==> src/rtl/imem_loader_pkg.sv <==
// Shared constants for the instruction-memory loader: FSM state encoding
// and frame geometry.
package imem_loader_pkg;

  typedef enum logic [2:0] {
    S_IDLE,
    S_HDR_HI,
    S_HDR_LO,
    S_DATA,
    S_CSUM,
    S_DONE,
    S_ERR
  } state_t;

  localparam int HDR_BYTES      = 2;
  localparam int BYTES_PER_WORD = 4;

endpackage

==> src/rtl/imem_word_packer.sv <==
// Collects bytes into big-endian words; the first byte of a word lands in the
// most significant lane. word_ready pulses the cycle after the last lane.
module imem_word_packer
  import imem_loader_pkg::*;
(
  input  logic        CLK,
  input  logic        RESET,
  input  logic        clear,
  input  logic        byte_en,
  input  logic [7:0]  byte_in,
  output logic        lane_last,
  output logic        word_ready,
  output logic [31:0] word
);

  localparam int LANE_W = $clog2(BYTES_PER_WORD);
  localparam int SHW    = 8 * (BYTES_PER_WORD - 1);

  logic [LANE_W-1:0] lane;
  logic [SHW-1:0]    shift;

  assign lane_last = (lane == LANE_W'(BYTES_PER_WORD - 1));

  // word only updates on completion, so it holds the last written value.
  always_ff @(posedge CLK or posedge RESET) begin
    if (RESET) begin
      lane       <= '0;
      shift      <= '0;
      word_ready <= 1'b0;
      word       <= '0;
    end else begin
      // NOTE: non-blocking assignments keep every register sampling pre-edge values.
      word_ready <= byte_en && lane_last;
      if (clear) begin
        lane <= '0;
      end else if (byte_en) begin
        if (lane_last) word <= {shift, byte_in};
        else           shift <= {shift[SHW-9:0], byte_in};
        lane <= lane + 1'b1;
      end
    end
  end

endmodule

==> src/rtl/imem_loader.sv <==
// Framed byte-stream program loader: parses count header, packs words, writes
// instruction memory, verifies XOR checksum and holds the CPU throughout.
module imem_loader
  import imem_loader_pkg::*;
#(
  parameter int ADDR_WIDTH = 10,
  parameter int BASE_ADDR  = 0,
  parameter int MAX_WORDS  = 256
) (
  input  logic                  CLK,
  input  logic                  RESET,
  input  logic                  start,
  input  logic [7:0]            in_data,
  input  logic                  in_valid,
  output logic                  in_ready,
  output logic                  wr_en,
  output logic [ADDR_WIDTH-1:0] wr_addr,
  output logic [31:0]           wr_data,
  output logic                  cpu_hold,
  output logic                  busy,
  output logic                  load_done,
  output logic                  load_err
);

  localparam int CNT_W = 8 * HDR_BYTES;
  localparam logic [ADDR_WIDTH-1:0] BASE_A = ADDR_WIDTH'(BASE_ADDR);

  state_t state, state_nx;

  logic [7:0]       cnt_hi;
  logic [7:0]       csum;
  logic [CNT_W-1:0] count;
  logic [CNT_W-1:0] index;
  logic [CNT_W-1:0] hdr_count;
  logic             accept;
  logic             data_accept;
  logic             word_done;
  logic             lane_last;

  assign accept      = in_valid && in_ready;
  assign data_accept = accept && (state == S_DATA);
  assign word_done   = data_accept && lane_last;
  assign hdr_count   = {cnt_hi, in_data};

  imem_word_packer u_packer (
    .CLK        (CLK),
    .RESET      (RESET),
    .clear      (state == S_IDLE),
    .byte_en    (data_accept),
    .byte_in    (in_data),
    .lane_last  (lane_last),
    .word_ready (wr_en),
    .word       (wr_data)
  );

  always_ff @(posedge CLK or posedge RESET) begin
    if (RESET) state <= S_IDLE;
    else       state <= state_nx;
  end

  always_comb begin
    // NOTE: defaults first so no path through the case leaves an output unassigned (no latch).
    state_nx  = state;
    in_ready  = 1'b0;
    busy      = (state != S_IDLE);
    cpu_hold  = (state != S_IDLE);
    load_done = (state == S_DONE);
    load_err  = (state == S_ERR);
    case (state)
      S_IDLE: if (start) state_nx = S_HDR_HI;
      S_HDR_HI: begin
        in_ready = 1'b1;
        if (in_valid) state_nx = S_HDR_LO;
      end
      S_HDR_LO: begin
        in_ready = 1'b1;
        if (in_valid)
          state_nx = (hdr_count == '0 || hdr_count > CNT_W'(MAX_WORDS)) ? S_ERR : S_DATA;
      end
      S_DATA: begin
        in_ready = 1'b1;
        if (in_valid && lane_last && index == count - 1'b1) state_nx = S_CSUM;
      end
      S_CSUM: begin
        in_ready = 1'b1;
        if (in_valid) state_nx = (in_data == csum) ? S_DONE : S_ERR;
      end
      S_DONE:  state_nx = S_IDLE;
      S_ERR:   state_nx = S_IDLE;
      default: state_nx = S_IDLE;
    endcase
  end

  // Address is captured with the completing byte so it lines up with wr_en.
  always_ff @(posedge CLK or posedge RESET) begin
    if (RESET) begin
      cnt_hi  <= '0;
      count   <= '0;
      index   <= '0;
      csum    <= '0;
      wr_addr <= '0;
    end else begin
      if (state == S_IDLE) begin
        index <= '0;
        csum  <= '0;
      end
      if (accept && state == S_HDR_HI) cnt_hi <= in_data;
      if (accept && state == S_HDR_LO) count  <= hdr_count;
      if (data_accept) csum <= csum ^ in_data;
      if (word_done) begin
        wr_addr <= BASE_A + {index[ADDR_WIDTH-3:0], 2'b00};
        index   <= index + 1'b1;
      end
    end
  end

endmodule

==> config.mk <==
export PLATFORM = sky130hd
export DESIGN_NAME = imem_loader
export DESIGN_NICKNAME = d
export VERILOG_FILES = /design/src/rtl/imem_loader_pkg.sv /design/src/rtl/imem_word_packer.sv /design/src/rtl/imem_loader.sv
export SDC_FILE = /design/constraint.sdc
export NUM_CORES = 1
export LEC_CHECK = 0
export CAP_MARGIN = 0
export CORE_ASPECT_RATIO = 0.9
export CORE_UTILIZATION = 50
export DETAILED_ROUTE_END_ITERATION = 12
export PLACE_DENSITY = 0.76
export REMOVE_ABC_BUFFERS = 1
export SETUP_SLACK_MARGIN = 0.3
export SYNTH_ARGS = -nofsm -noshare
export SYNTH_HDL_FRONTEND = slang
export SYNTH_SLANG_ARGS = --single-unit
==> constraint.sdc <==
create_clock -name CLK -period 4.6 [get_ports CLK]
set_clock_uncertainty 0.1 [all_clocks]
set_input_delay 0.69 -clock CLK [delete_from_list [all_inputs] [get_ports CLK]]
set_output_delay 0.69 -clock CLK [all_outputs]
set_load 0.03 [all_outputs]
==> reports/metrics.csv <==
stage;metric;value;unit
status;outcome;complete, no violations;
min_path;Endpoint, Worst Hold;u_packer.word[28];
critical_path;max incr delay on CP;670;ps
critical_path;WP data arrival;2460;ps
die;width of the die;113;um
logic_synthesis;mean post-synth cell area;9.96;um2
logic_synthesis;Synth warnings;0;
global_route;antenna violations before repair;0;
clock_tree;CTS tree;done;
global_route;total global-route track usage;0.222;
critical_path;CP cell instances;nor3_1 > inv_2 > clkdlybuf4s50_1;
critical_path;WP data required;3810;ps
job;max cap viols;0;
sta;Final Hold Vio Count;0;
die;core area;0.0105;mm2
detailed_routing;drt first pass iters;5;
detailed_routing;number of routed nets with antenna violations;0;
min_path;worst min-delay path class;flop to flop;
sta;final setup margin;1350;ps
power_and_ir_drop;Static Leak;3.07;nW
clock_tree;TritonCTS Buffers;17;
critical_path;Worst Path Max Fanout;17;
sta;RSZ-0062 raised after global routing;false;
cells_and_area;post-route cell area;0.00673;mm2
logic_synthesis;post-synthesis cell area;0.00551;mm2
sta;Worst-Margin Slew;1020;ps
place;dpl ws;1190;ps
min_path;hold_sp;u_packer.shift[20];
detailed_routing;WL/cell;15.7;um
detailed_routing;Vias;4114;
sta;final worst path period need;3250;ps
clock_tree;# Post-CTS Setup Buffers;0;
critical_path;worst r2r dst;state[1];
global_route;first-pass GRT wire length;19.7;mm
detailed_routing;DRC violation count after routing;0;
place;port bufs;57;
place;DP Area;0.00613;mm2
critical_path;r2r setup slk;1810;ps
detailed_routing;Routed WL;11.6;mm
clock_tree;clk buf depth;2;
logic_synthesis;post-synth cell types;53;
critical_path;R2R cell count;7;
clock_tree;clock slew at reported path FFs;60;ps
power_and_ir_drop;Pwr Total;4.59;mW
critical_path;crit path launch type;flop;
clock_tree;clock latency on the worst-skew pair;410;ps
global_route;largest net degree at the start of global routing;77;
logic_synthesis;post-synthesis sequential area ratio;0.536;
die;initial core utilization;0.526;
critical_path;reg-to-reg startpoint;count[2];
cells_and_area;share of cells above drive strength 1;0.143;
sta;worst hold slack;371;ps
clock_tree;Hold-fix buffers, CTS;0;
critical_path;highest-delay cell along the critical path;clkdlybuf4s50_1;
logic_synthesis;post-synthesis async set-or-reset flop share;1.00;
logic_synthesis;Yosys reg bits;118;
sta;Rel. slew slack;0.318;
die;Die Area;0.0114;mm2
cells_and_area;ant diodes;0;
sta;final period utilization;0.707;
place;DP Wirelength;7.55;mm
power_and_ir_drop;Max IR drop VDD;0.330;mV
clock_tree;TritonCTS Sinks;118;
global_route;vias in the first global route;4026;
die;num rows;35;
die;Ports;60;
detailed_routing;Starting DRT DRC Count;275;
cells_and_area;fillers;801;
power_and_ir_drop;PwrDens;682;mW/mm2
die;Die Y;102;um
clock_tree;root buffer cell;clkbuf_16;
critical_path;critical path type;flop to output pin;
sta;final setup TNS;0;ps
cells_and_area;Nets;616;
sta;Pins Over Slew Limit;0;
min_path;hold path cells;2;
global_route;global route total overflow;0;
place;Placer Congestion;0.844;
clock_tree;post-cts resize count;0;
logic_synthesis;Synth Instances;553;
sta;Max Clock Freq;308;MHz
logic_synthesis;Post-synth EDFFs;0;
logic_synthesis;Main synth FF type;dfrtp_1;
clock_tree;# H-tree levels;4;
critical_path;CP endpoint kind;output pin;
cells_and_area;Layout area overhead;22.1;%
sta;Setup violations, final;0;
detailed_routing;average vias per placed instance;5.54;
[layout by cell type (no fill, tap or decap), types with 3 or more instances in the layout]
cell / n
nand3b_1: 3
o31ai_1: 4
nor2_1: 23
nand4_1: 3
xor2_1: 7
nor4b_1: 3
o21ai_1: 4
xnor2_1: 16
inv_6: 5
clkbuf_16: 17
mux2i_1: 9
clkdlybuf4s50_1: 57
nand3_1: 16
ha_1: 3
nand2b_1: 5
inv_1: 6
and3_1: 6
mux2_1: 6
buf_4: 5
nor3_1: 7
nor2b_1: 3
mux2_2: 43
clkinv_4: 4
nand2_1: 160
a21oi_1: 5
o21ai_0: 29
nor4_1: 5
dfrtp_1: 118
o21a_1: 3
[worst max-delay path by stage]
stage                         from        end  slack (ps)  cells after the start
after floorplan              RESET  cnt_hi[0]         680                      1
after global placement    in_valid  index[13]        1280                      9
after detailed placement  in_valid  index[13]        1190                      9
after CTS                 state[1]       busy        1320                      3
after global routing      state[2]       busy        1230                      3
final                     state[1]       busy        1350                      3
[worst max-delay path: cells and delay by family, from the launching register on]
kind	cells	cell delay, ps
AND/OR/NAND/NOR	1	570
flip-flops	1	490
buffers and inverters	2	980
[routing by layer]
metal | track usage | wire, um | vias to the layer above
met1 | 0.295 | 5340 | 2015
met3 | 0.0563 | 567 | 11
li1 | - | - | 1966
met5 | 0 | 0 | -
met2 | 0.357 | 5590 | 122
met4 | 0.0790 | 139 | 0
[cells by family (layout without fill, tap and decap cells)]
logic type / count (synthesis) / in the layout / synth area share
and+or+nand+nor: 242 / 242 / 0.194
DFF: 118 / 118 / 0.536
AOI/OAI and AO/OA: 65 / 65 / 0.0749
muxes: 58 / 58 / 0.117
buffers and inverters: 43 / 103 / 0.0341
xor gates and xnor gates: 23 / 23 / 0.0366
adders and majority gates: 3 / 3 / 0.00681
other: 1 / 2 / 0.000681
[flip-flops by register name, summed over array words and instances, names as in the netlist]
signal	flops
u_packer.word_ready	1
u_packer.shift	24
u_packer.lane	2
count	16
u_packer.word	32
wr_addr	8
index	16
cnt_hi	8
csum	8
state	3
[cell type report]
cell class / count / area [um2] / share of cell area
Multi-Input combinational cell: 393 / 2370 / 0.353
Clock buffer: 18 / 429 / 0.0638
Clock inverter: 14 / 165 / 0.0245
Tap cell: 129 / 161 / 0.0240
Inverter: 9 / 36.3 / 0.00539
Timing Repair Buffer: 62 / 608 / 0.0904
Sequential cell: 118 / 2950 / 0.439
[report_power, final]
part	leakage [nW]	internal, mW	switching (mW)
Clock	0.284	0.812	0.503
Combinational	1.26	0.704	0.791
Sequential	1.52	1.42	0.357
[Yosys cell counts, drive strengths merged (6+ instances only)]
cell type	instances	share of area
and3	6	0.0068
buf	9	0.010
clkbuf	25	0.018
dfrtp	118	0.54
inv	9	0.0061
mux2	49	0.10
mux2i	9	0.016
nand2	160	0.11
nand3	16	0.015
nor2	25	0.018
nor3	7	0.0064
nor4	6	0.0095
o21ai	33	0.030
xnor2	16	0.025
xor2	7	0.011
[metrics by stage]
stage,util,instances
floorplan,-,520
global placement,0.586,711
detailed placement,0.586,711
CTS,0.643,743
global route,0.643,743
finish,0.643,743
(Power assumes the default switching activity.)
